File: src/rtl/module_knob_quad_decoder.sv
// rtl/module_knob_quad_decoder.sv - rotary encoder front end: sync, debounce, quadrature decode, detent counter
module module_knob_quad_decoder #(
  parameter int CNT_WIDTH        = 8,
  parameter int DEBOUNCE_CYCLES  = 16,
  parameter int STEPS_PER_DETENT = 4,
  parameter int WRAP             = 1
) (
  input  logic                 qzt_clk,
  input  logic                 rst,
  input  logic                 rot_A,
  input  logic                 rot_B,
  input  logic                 clear,
  output logic                 pulse,
  output logic                 direction,
  output logic [CNT_WIDTH-1:0] position,
  output logic                 err
);

  localparam int DW = $clog2(DEBOUNCE_CYCLES + 1);
  localparam logic [DW-1:0] DB_LAST = DW'(DEBOUNCE_CYCLES - 1);
  localparam logic signed [3:0] SPD = 4'(STEPS_PER_DETENT);
  localparam logic [CNT_WIDTH-1:0] POS_MAX = '1;

  logic [1:0] sync1, sync2, filt, prev;
  logic [DW-1:0] db_cnt [2];
  logic signed [3:0] acc, acc_n, acc_sum;
  logic [CNT_WIDTH-1:0] pos_n;
  logic pulse_n, dir_n, err_n;
  logic [1:0] step;

  // Gray code position around the cycle; CW walks 00->10->11->01.
  function automatic logic [1:0] phase(input logic [1:0] ab);
    case (ab)
      2'b00:   phase = 2'd0;
      2'b10:   phase = 2'd1;
      2'b11:   phase = 2'd2;
      default: phase = 2'd3;
    endcase
  endfunction

  assign step = phase(filt) - phase(prev);

  always_comb begin
    acc_n   = acc;
    acc_sum = acc;
    pos_n   = position;
    pulse_n = 1'b0;
    dir_n   = 1'b0;
    err_n   = 1'b0;
    case (step)
      2'd1: begin
        acc_sum = acc + 4'sd1;
        if (acc_sum == SPD) begin
          pulse_n = 1'b1;
          dir_n   = 1'b1;
          acc_n   = 4'sd0;
          if (position != POS_MAX) pos_n = position + 1'b1;
          else if (WRAP != 0)      pos_n = '0;
        end else begin
          acc_n = acc_sum;
        end
      end
      2'd3: begin
        acc_sum = acc - 4'sd1;
        if (acc_sum == -SPD) begin
          pulse_n = 1'b1;
          acc_n   = 4'sd0;
          if (position != '0)  pos_n = position - 1'b1;
          else if (WRAP != 0)  pos_n = POS_MAX;
        end else begin
          acc_n = acc_sum;
        end
      end
      2'd2: begin
        err_n = 1'b1;
        acc_n = 4'sd0;
      end
      default: ;
    endcase
    // clear still lets a coincident detent strobe out, but position lands on 0
    if (clear) begin
      pos_n = '0;
      acc_n = 4'sd0;
    end
  end

  always_ff @(posedge qzt_clk) begin
    if (rst) begin
      sync1     <= 2'b11;
      sync2     <= 2'b11;
      filt      <= 2'b11;
      prev      <= 2'b11;
      db_cnt[0] <= '0;
      db_cnt[1] <= '0;
      acc       <= 4'sd0;
      position  <= '0;
      pulse     <= 1'b0;
      direction <= 1'b0;
      err       <= 1'b0;
    end else begin
      sync1 <= {rot_A, rot_B};
      sync2 <= sync1;
      for (int i = 0; i < 2; i++) begin
        if (sync2[i] == filt[i]) begin
          db_cnt[i] <= '0;
        end else if (db_cnt[i] == DB_LAST) begin
          filt[i]   <= sync2[i];
          db_cnt[i] <= '0;
        end else begin
          db_cnt[i] <= db_cnt[i] + 1'b1;
        end
      end
      prev      <= filt;
      acc       <= acc_n;
      position  <= pos_n;
      pulse     <= pulse_n;
      direction <= dir_n;
      err       <= err_n;
    end
  end

endmodule
File: config.mk
export PLATFORM = sky130hd
export DESIGN_NAME = module_knob_quad_decoder
export DESIGN_NICKNAME = d
export VERILOG_FILES = /design/src/rtl/module_knob_quad_decoder.sv
export SDC_FILE = /design/constraint.sdc
export NUM_CORES = 1
export LEC_CHECK = 0
export CORE_ASPECT_RATIO = 1.5
export CORE_UTILIZATION = 50
export CTS_BUF_LIST = sky130_fd_sc_hd__clkbuf_4 sky130_fd_sc_hd__clkbuf_8 sky130_fd_sc_hd__clkbuf_16
export DETAILED_ROUTE_END_ITERATION = 10
export GPL_TIMING_DRIVEN = 0
export PLACE_DENSITY = 0.71
export REMOVE_ABC_BUFFERS = 1
export SLEW_MARGIN = 5
export SYNTH_ARGS = -nofsm -noshare
export SYNTH_HDL_FRONTEND = slang
export SYNTH_SLANG_ARGS = --single-unit
File: constraint.sdc
create_clock -name qzt_clk -period 2.8 [get_ports qzt_clk]
set_input_delay 0.7 -clock qzt_clk [delete_from_list [all_inputs] [get_ports qzt_clk]]
set_output_delay 0.7 -clock qzt_clk [all_outputs]
set_load 0.005 [all_outputs]
* Word level (Yosys, flattened, before mapping) *
Memories as Yosys holds them, arrays and structs flattened.
Cells that the tools add are included.

word-level totals
  RAM bits = 10
  word-level logic and storage cells = 97
  memories kept = 1
  register bits after elaboration = 23
  output and inout port bits = 11
  bits in read-only memories = 0
  input bits = 5
  latch bits = 0

memories
  memory  depth  bits a word  rd ports  clocked after memory_dff  wr ports  line  RTL
  db_cnt  2      5            2         0                         2         25    logic [DW-1:0] db_cnt [2];

operators by class
  multiply operators = 0
  $lt $le $gt $ge = 0
  reductions and logical operators = 10
  shift operators = 0
  eq/ne operators = 16
  muxes and demuxes = 44
  div/mod/pow operators = 0
  add/sub/neg operators = 7
  bitwise logic cells = 9

operators by type and width
  operator                                          number
  2-to-1 mux 8 bit                                  4
  2-to-1 mux 5 bit                                  6
  2-to-1 mux 1 bit                                  27
  case mux 8 bit (2 select lines)                   1
  == test 2 bit, second input constant              6
  case mux 2 bit (3 select lines)                   2
  case mux 4 bit (3 select lines)                   1
  adder 5 x 1 -> 5 bit, second input constant       2
  == test 5 x 4 -> 1 bit, second input constant     2
  adder 8 x 1 -> 8 bit, second input constant       1
  2-to-1 mux 4 bit                                  2
  != test 8 bit, second input constant              1
  nonzero test 8 bit                                1
  subtractor 8 x 1 -> 8 bit, second input constant  1
  OR 1 bit                                          6
  adder 4 x 2 -> 4 bit, second input constant       1
  == test 4 x 3 -> 1 bit, second input constant     1
  == test 4 bit, second input constant              1
  zero test 2 bit                                   2
  != test 2 bit, second input constant              2
  AND reduction 2 bit                               2
  OR reduction 2 bit                                2
  subtractor 4 x 2 -> 4 bit, second input constant  1
  NOT 1 bit                                         3
  other kinds (7)                                   8

* Depth between registers and ports, before layout *
  depth after elaboration = 7
  mapped depth = 9
  depth with buffers taken out = 9

* Worst setup path before layout *
OpenSTA, ideal clock, no wires.

  kind = flip-flop to flip-flop
  start = reg filt[1]
  end = reg position[1]
  path buffers = 1
  slack = 657 ps
  data required time = 2,664 ps
  library setup time = 136 ps
  data arrival time = 2,007 ps
  stages on the path, launching flop included = 9
  period minus slack after synthesis = 2,143 ps
  path through = dfxtp_1 > inv_1 > ha_1 > ha_1 > xnor3_2 > buf_6 > o21a_1 > a2111oi_0 > a211oi_1

between the ends
  word-level cells in the longest chain between the ends = 6
  elaborated cells between the ends (all ways) = 12
  those cells by class = add/sub (1); eq/ne (6); mux (2); reduce/logical (3)

RTL lines
  element                                                                      line  RTL
  start, declared                                                              24    logic [1:0] sync1, sync2, filt, prev;
  start signal, assigned by index                                              107   filt[i] <= sync2[i];
  == test 2 bit / zero test 2 bit (equally long branches)                      33    case (ab)
  case mux 2 bit (3 select lines) *                                            33
  subtractor 2 bit *                                                           41    assign step = phase(filt) - phase(prev);
  == test 2 bit / == test 2 x 1 -> 1 bit (equally long branches)               50    case (step)
  != test 2 bit (no source line) / nonzero test 2 bit (equally long branches)  -
  AND reduction 3 bit (no source line)                                         -
  end signal, assigned                                                         115   position <= pos_n;
  end, declared                                                                15    output logic [CNT_WIDTH-1:0] position,

Mark *: on every way between the ends. The rest lies on a longest branch, timed or not.
A chain may end at the register's enable or synchronous reset.

* Worst setup path after layout *
Same ends and word-level chain as after synthesis.

==> run metrics <==
status completed; Pleak 0.901 nW; VDD IR-drop max 286 uV; Finished Layout Cells 297; routed len/inst 14.7 um; Die Ht 80.5 um; CP max-delay cell xnor3_2; Post-synth EDFFs 10; Hold Slack 0.409 ns; CP Cell Sequence inv_1 -> ha_1 -> ha_1 -> xnor3_2 -> nand2_1 -> a2111oi_0 -> a211oi_1; Synth Warn # 0; GR Util met2 40.2%; Reg2Reg Setup Slack 0.21 ns; Synth cell types 57; synthesized instance count 231; Synth Register Bits 33; fin crit share 92.3%; final wirelength 4370 um; Total GRT Usage 23.3%; RePlAce Congestion 0.831; Hold-fix buffers, CTS 0; Die Area 4370 sq um; synth top area cells dfxtp_1 (22%), edfxtp_1 (15%), ha_1 (9.1%); slew of the pin with the lowest slew margin 0.719 ns; placed cell count 289; Worst path max stage delay 0.69 ns; post-synth top area share 22.4%; r2r worst-path depth 7; CTS tree built; largest area contributor in the netlist dfxtp_1; Syn Area/Cell 8.89 sq um; CTS Buffer Depth 2; gr ovfl total 0; buffers added on ports 15; critical path fanouts, max 25; initial antenna violation count 0; I/O Pins 16; CTS Buf Count 5; Max Fclk 387 MHz; most used cell, CP ha_1; P&R area growth vs syn 14.6%; clk sink count 33; stages on the worst setup path 7; final setup vio count 0; Fillers 369; cell area power density 431 nW/um^2; ANT nets after route 0; Rel. slew slack 52.1%; predominant post-synthesis flop cell dfxtp_1; RSZ-0062 raised after global routing false; Cell Area, Synth 2050 sq um; register area share after synthesis 37.0%; WP data arrival 2.74 ns; fin util 60.0%; largest net degree at the start of global routing 26; num rows 28; Core ar. 3920 sq um; Iteration-0 DRC Markers 49; busiest grt layer met2; CTS root buf clkbuf_8; Reg clk slew, reported paths 0.07 ns; via count of the first global-routing pass 1695; design area 2350 sq um; Chip Width 54.3 um; worst hold path class flop to flop; Via density 5.90; Max Clock Skew 0.00774 ns; post-synthesis async set-or-reset flop share 0%; DR vias 1751; share of layout cells above drive strength 1 8.73%; WP buf/inv 1; Cells on Worst Hold Path 1; commonest cells in the synthesized netlist dfxtp_1 (23), nand2_1 (21), nor2_1 (21); final hold viol count 0; Critical Path RT 2.96 ns; DR pass1 iterations 5; first-pass GRT wire length 7470 um; Worst-Skew Late Latency 0.28 ns; Starting Density 52.4%; most frequent cell after synthesis dfxtp_1; crit end category flop; GR Util met1 25.8%; Max-Cap Viols 0; setup TNS 0 ns; global routing usage on met3 4.92%; Worst path top cell family by delay XOR/XNOR gates; ant diodes 0; Tmin final 2.59 ns; crit path launch type flop; Placed Instance Area 2230 sq um; Max Transition Viols Final 0; post-DP HPWL 3160 um; Setup CP Type flop to flop; drc violations 0; H-tree depth 2; # nets final 271
## metrics by stage
step / setup WS, ns / power (mW)
global placement: 0.128 / 0.557
floorplan: 0.491 / 0.542
CTS: 0.0908 / 1.03
finish: 0.215 / 1.01
detailed placement: 0.0790 / 0.558
global route: 0.0424 / 1.05
## per-layer routing
| metal | vias to the layer above | wire, um |
|---|---|---|
| li1 | 872 | - |
| met1 | 810 | 1720 |
| met2 | 57 | 2310 |
| met3 | 12 | 205 |
| met4 | 0 | 132 |
| met5 | - | 0 |
## power breakdown
part / internal, mW / total (mW) / switching [mW] / leakage [nW]
Clock: 0.300 / 0.468 / 0.168 / 0.0619
Combinational: 0.0168 / 0.0399 / 0.0231 / 0.550
Sequential: 0.502 / 0.507 / 0.00526 / 0.290
Total: 0.818 / 1.01 / 0.197 / 0.901
## flip-flops by register name, summed over array words and instances (netlist names)
| signal | count |
|---|---|
| acc | 4 |
| db_cnt | 10 |
| direction | 1 |
| err | 1 |
| filt | 2 |
| position | 8 |
| prev | 2 |
| pulse | 1 |
| sync1 | 2 |
| sync2 | 2 |
## cell usage in the layout, fill, tap and decap left out, types with 4 or more instances in the layout
cell             netlist  routed
xnor2_1                6       6
or2_2                  6       6
o32ai_1                5       5
nand3_1                8       8
dfxtp_1               23      23
ha_1                  15      15
and3_1                 5       5
nor3_1                 9       9
nand2_1               21      21
clkdlybuf4s50_1        0      15
edfxtp_1              10      10
inv_1                 17      17
nor2_1                21      21
conb_1                 1      10
a21oi_1               11      11
clkbuf_8               0       6
a221oi_1               4       4
## kinds of logic (layout without fill, tap and decap cells)
kind of cell / count (synthesis) / in the layout / share of synthesized area (%)
fa+ha+maj: 15 / 15 / 9.14
compound gates: 54 / 54 / 19.5
flops: 33 / 33 / 37.0
xor+xnor: 9 / 9 / 4.57
other cells: 1 / 10 / 0.183
mux: 3 / 3 / 1.46
simple gates: 88 / 88 / 22.0
buf+inv: 28 / 40 / 6.09
## what timing repair did
action | in CTS | in global routing
resized for setup | 0 | 1
endpoints found under the setup margin | 0 | 5
setup buffers | 0 | 0
## area by class of cell
type,instances,area (sq um),area share [%]
multi-input cells,179,1200,51.1
flip-flops and latches,33,761,32.3
repair buffers,15,150,6.38
clock buffers,7,90.1,3.83
inverters,17,63.8,2.71
well taps,45,56.3,2.39
clock inverters,1,30.0,1.28
## final timing paths
check	from	to
hold reg to reg	sync1[1]$_SDFF_PP1_	sync2[1]$_SDFF_PP1_
setup / recovery	filt[1]$_SDFFE_PP1P_	position[1]$_SDFFE_PP0P_
hold / removal	sync1[1]$_SDFF_PP1_	sync2[1]$_SDFF_PP1_
setup reg to reg	filt[1]$_SDFFE_PP1P_	position[1]$_SDFFE_PP0P_
Power figures use the tool's default switching activity.
